`config.mk`:
```
export PLATFORM = sky130hd
export DESIGN_NAME = ps2_key_tracker
export DESIGN_NICKNAME = d
export VERILOG_FILES = /design/src/rtl/ps2_key_tracker.sv
export SDC_FILE = /design/constraint.sdc
export NUM_CORES = 1
export LEC_CHECK = 0
export BUFFER_PORTS_ARGS = -buffer_cell sky130_fd_sc_hd__buf_2
export CAP_MARGIN = 20
export CORE_MARGIN = 2
export CORE_UTILIZATION = 48
export CTS_BUF_LIST = sky130_fd_sc_hd__clkbuf_8
export CTS_CLUSTER_DIAMETER = 100
export DETAILED_ROUTE_END_ITERATION = 8
export PLACE_DENSITY_LB_ADDON = 0.3
export SYNTH_ARGS = -nofsm -noshare
export SYNTH_HDL_FRONTEND = slang
export SYNTH_SLANG_ARGS = --single-unit
```
`constraint.sdc`:
```
create_clock -name clk -period 2.1 [get_ports clk]
set_clock_uncertainty 0.15 [all_clocks]
set_input_delay 0.21 -clock clk [delete_from_list [all_inputs] [get_ports clk]]
set_output_delay 0.21 -clock clk [all_outputs]
set_load 0.1 [all_outputs]
```
`src/rtl/ps2_key_tracker.sv`:
```
// PS/2 keyboard front end: synchronises the raw PS/2 lines, validates 11-bit frames
// and tracks make/break codes to drive the hex display path.
module ps2_key_tracker #(
  parameter int TIMEOUT = 5000,
  parameter int CNT_W   = 8
) (
  input  logic             clk,
  input  logic             clrn,
  input  logic             ps2_clk,
  input  logic             ps2_data,
  output logic [7:0]       scan_code,
  output logic [CNT_W-1:0] key_count,
  output logic             key_active,
  output logic             frame_err,
  output logic             byte_valid
);

  localparam int TW = $clog2(TIMEOUT + 1);
  localparam logic [TW-1:0] T_LAST = TW'(TIMEOUT - 1);

  typedef enum logic [1:0] {IDLE, PRESSED, BRK} state_t;

  logic [2:0]       clk_sync;
  logic [1:0]       data_sync;
  logic             fe;
  logic             data_s;
  logic [9:0]       shift_reg;
  logic [3:0]       bitcnt;
  logic [TW-1:0]    tcnt;
  logic [7:0]       rx_byte;
  logic             frame_ok;
  state_t           state, state_nx;
  logic [7:0]       scan_nx;
  logic [CNT_W-1:0] count_nx;
  logic             active_nx;

  // Data chain is one flop shorter so its output lines up with clk_sync[1].
  always_ff @(posedge clk or negedge clrn) begin
    if (!clrn) begin
      clk_sync  <= 3'b111;
      data_sync <= 2'b11;
    end else begin
      clk_sync  <= {clk_sync[1:0], ps2_clk};
      data_sync <= {data_sync[0], ps2_data};
    end
  end

  assign fe     = clk_sync[2] & ~clk_sync[1];
  assign data_s = data_sync[1];

  // shift_reg holds start (bit 0), data (8:1) and parity (9) when the stop bit arrives.
  assign frame_ok = ~shift_reg[0] & data_s & (^shift_reg[9:1]);

  always_ff @(posedge clk or negedge clrn) begin
    if (!clrn) begin
      shift_reg  <= '0;
      bitcnt     <= '0;
      tcnt       <= '0;
      rx_byte    <= '0;
      byte_valid <= 1'b0;
      frame_err  <= 1'b0;
    end else begin
      byte_valid <= 1'b0;
      frame_err  <= 1'b0;
      if (fe) begin
        tcnt <= '0;
        if (bitcnt == 4'd10) begin
          bitcnt <= '0;
          if (frame_ok) begin
            byte_valid <= 1'b1;
            rx_byte    <= shift_reg[8:1];
          end else begin
            frame_err <= 1'b1;
          end
        end else begin
          shift_reg <= {data_s, shift_reg[9:1]};
          bitcnt    <= bitcnt + 4'd1;
        end
      end else if (bitcnt != 4'd0) begin
        // A stalled frame is silently dropped so the next start bit realigns.
        if (tcnt == T_LAST) begin
          bitcnt <= '0;
          tcnt   <= '0;
        end else begin
          tcnt <= tcnt + TW'(1);
        end
      end
    end
  end

  always_ff @(posedge clk or negedge clrn) begin
    if (!clrn) begin
      state      <= IDLE;
      scan_code  <= '0;
      key_count  <= '0;
      key_active <= 1'b0;
    end else begin
      state      <= state_nx;
      scan_code  <= scan_nx;
      key_count  <= count_nx;
      key_active <= active_nx;
    end
  end

  // The decoder only moves on the cycle a validated byte is presented.
  always_comb begin
    state_nx  = state;
    scan_nx   = scan_code;
    count_nx  = key_count;
    active_nx = key_active;
    if (byte_valid) begin
      case (state)
        IDLE: begin
          if (rx_byte == 8'hF0) begin
            state_nx = BRK;
          end else begin
            scan_nx   = rx_byte;
            active_nx = 1'b1;
            count_nx  = key_count + CNT_W'(1);
            state_nx  = PRESSED;
          end
        end
        PRESSED: begin
          if (rx_byte == 8'hF0) begin
            state_nx = BRK;
          end else if (rx_byte != scan_code) begin
            scan_nx  = rx_byte;
            count_nx = key_count + CNT_W'(1);
          end
        end
        BRK: begin
          if (rx_byte == scan_code && key_active) begin
            active_nx = 1'b0;
            state_nx  = IDLE;
          end else begin
            state_nx = key_active ? PRESSED : IDLE;
          end
        end
        default: state_nx = IDLE;
      endcase
    end
  end

endmodule

```
==> key figures <==
Run status
  – Status: finished with violations
  – Failing checks: negative setup slack

GRT
  – Global-route wire length before repair: 8.556 mm
  – Gr usage total: 17.93%
  – GRT overflow: 0
  – Largest net degree at the start of global routing: 62
  – Vias in the first global route: 1,850
  – Initial antenna violation count: 0

Synth
  – Synth area leaders: dfrtp_1 51%, mux2_2 11%, xnor2_1 5.7%
  – Share of the synthesized area in the top cell type: 50.54%
  – Mapped Avg Cell Area: 12.21 sq um
  – Async SR Flop Fraction: 100.0%
  – Top_reg_cell synth: dfrtp_1
  – EDFF count, synth: 0
  – Cell taking the most area after synthesis: dfrtp_1
  – Most frequent cells after synthesis: 56 x dfrtp_1, 27 x mux2_2, 18 x xnor2_1, 17 x nand2_1, 17 x nor2_1
  – Synthesized Nets: 236
  – Yosys cell types: 41
  – Top-count cell post-synth: dfrtp_1
  – Seq/Total Area, Yosys: 55.28%
  – Mapped Cells: 227
  – Yosys warning count: 0
  – Synthesized area: 2773 sq um
  – Synth Register Bits: 61

Power and ir drop
  – VDD IR max: 0.0007525 V
  – Leakage: 1.696 nW
  – PwrDens: 1305 nW/um^2

Floorplan
  – # rows: 27
  – Initial Utilization: 50.05%
  – Core Area: 5540 sq um
  – # IOs: 23
  – Die Y: 80 um
  – Die width: 80 um
  – Die area: 6400 sq um

CTS
  – H-tree Lvls: 3
  – Worst skew pair latency: 0.34 ns
  – CTS Buf Count: 9
  – Clock Sink Count: 61
  – CTS root buf: clkbuf_8
  – CTS tree: done
  – Max Buffers Root-to-Sink: 2
  – Clk pin slew, worst setup/hold paths: 0.07 ns

Detailed routing
  – Vias/cell: 5.329
  – Routed len/inst: 14.59 um
  – Via count: 1,913
  – DRT Wirelength: 5.239 mm
  – Pre-antenna DRT Iters: 4
  – Antenna Nets Post-Route: 0
  – DRC violations left: 0
  – Iteration-0 DRC Markers: 83

Timing
  – Setup ws final: -0.04480 ns
  – WHS: 0.2069 ns
  – Fin. Hold Viols: 0
  – Relative slew margins: 67.77%
  – Total negative slack: -0.1566 ns
  – Final Slew Violations: 0
  – Crit share post-route: 102.1%
  – RSZ-0062 raised after global routing: true
  – Measured slew at the worst slew-check pin: 0.4868 ns
  – Final setup fails: 5
  – FMAX: 466.2 MHz
  – Final min period: 2.145 ns

Layout
  – Area growth from synthesis to layout: 25.45%
  – Final nets: 291
  – Register area: 1564 sq um
  – Filler cells: 438
  – Ant. Diodes: 0
  – Share of post-route cells with drive strength above 1: 38.33%
  – Post-Layout Cell Count: 359
  – Max FFs per register: 13
  – Fin util: 62.78%
  – Multi-input gate area: 1240 sq um

Worst setup path
  – Critical path peak fanout: 5
  – Setup Crit Path Kind: flop to flop
  – Worst EP required: 2.17 ns
  – CP endpoint kind: flop
  – Critical path launch point type: flop
  – Arrival @ worst endpoint: 2.21 ns

Place
  – Placed cells: 335
  – Gp weighted congestion: 0.7780
  – Detailed Place HPWL: 3.432 mm
  – Port bufs: 22

Job
  – Maxcap violations: 0

Hold path
  – Hold crit path type: flop to flop
-- logic make-up after synthesis --
family,Yosys count,synth area share [%]
fa+ha+maj,5,2.256
xor+xnor,32,10.88
flops,61,55.28
buf+inv,10,1.760
simple gates,70,13.90
compound gates,21,4.603
mux,28,11.33
-- power breakdown --
part	leakage, nW	total, W	internal, W	switching [W]
logic	0.789	0.00172	0.000893	0.000830
clock network	0.126	0.00122	0.000775	0.000442
registers	0.782	0.00160	0.00139	0.000204
total	1.70	0.00454	0.00306	0.00148
-- layout by cell type, fill, tap and decap left out, drive strengths merged, types with 6 or more instances in the layout --
| cell type | count |
|---|---|
| nand4 | 9 |
| buf | 44 |
| mux2 | 27 |
| nor2 | 17 |
| nor4 | 6 |
| xnor2 | 19 |
| xor2 | 12 |
| clkbuf | 9 |
| o21ai | 9 |
| dfrtp | 56 |
| nand2 | 17 |
| inv | 8 |
-- layer usage --
metal  share of wire, %  vias up  GRT usage, %
met5                  0        -             0
met4                2.5        0         11.53
met3                3.3       13         4.072
met2                 47       33         26.92
met1                 47      950         23.31
li1                   -      917             -
-- worst max-delay path: stages, from the launching register on --
cell	delay, ns
dfrtp_1	0.43
xnor2_1	0.19
xnor3_1	0.45
xnor2_2	0.20
buf_4	0.16
nand4_4	0.12
mux2_2	0.32
-- cell type report --
type	count	area share (%)
Sequential cell	61	44.96
Clock buffer	9	3.561
Inverter	6	0.6475
Tap cell	72	2.590
Multi-Input combinational cell	157	35.65
Timing Repair Buffer	47	9.496
Clock inverter	7	3.094
-- through the flow --
stage	area (sq um)	power, W	setup WS (ns)
floorplan	2816	0.002492	0.001540
global placement	3151	0.002792	-0.03683
detailed placement	3151	0.002830	-0.05884
CTS	3415	0.004069	0.008971
global route	3478	0.004773	-0.08582
finish	3478	0.004539	-0.04480
-- final timing paths --
check                              from      endpoint  slack, ns  cells after the start
min in group asynchronous          clrn  key_count[7]       0.26                      3
hold reg to reg            data_sync[0]  data_sync[1]       0.21                      0
setup reg to reg           shift_reg[5]    rx_byte[4]      -0.04                      6
max in group asynchronous          clrn   clk_sync[1]       1.22                      3
setup / recovery           shift_reg[5]    rx_byte[4]      -0.04                      6
hold / removal             data_sync[0]  data_sync[1]       0.21                      0
-- repair_timing --
action                                 CTS  global route
endpoints found under the hold margin   60             0
setup endpoints to repair                6            13
hold buffers                             3             0
gates cloned                             0             1
buffers inserted                         0             4
gates resized for setup                  1             4
pin swaps                                1             3
(Power assumes the default switching activity.)
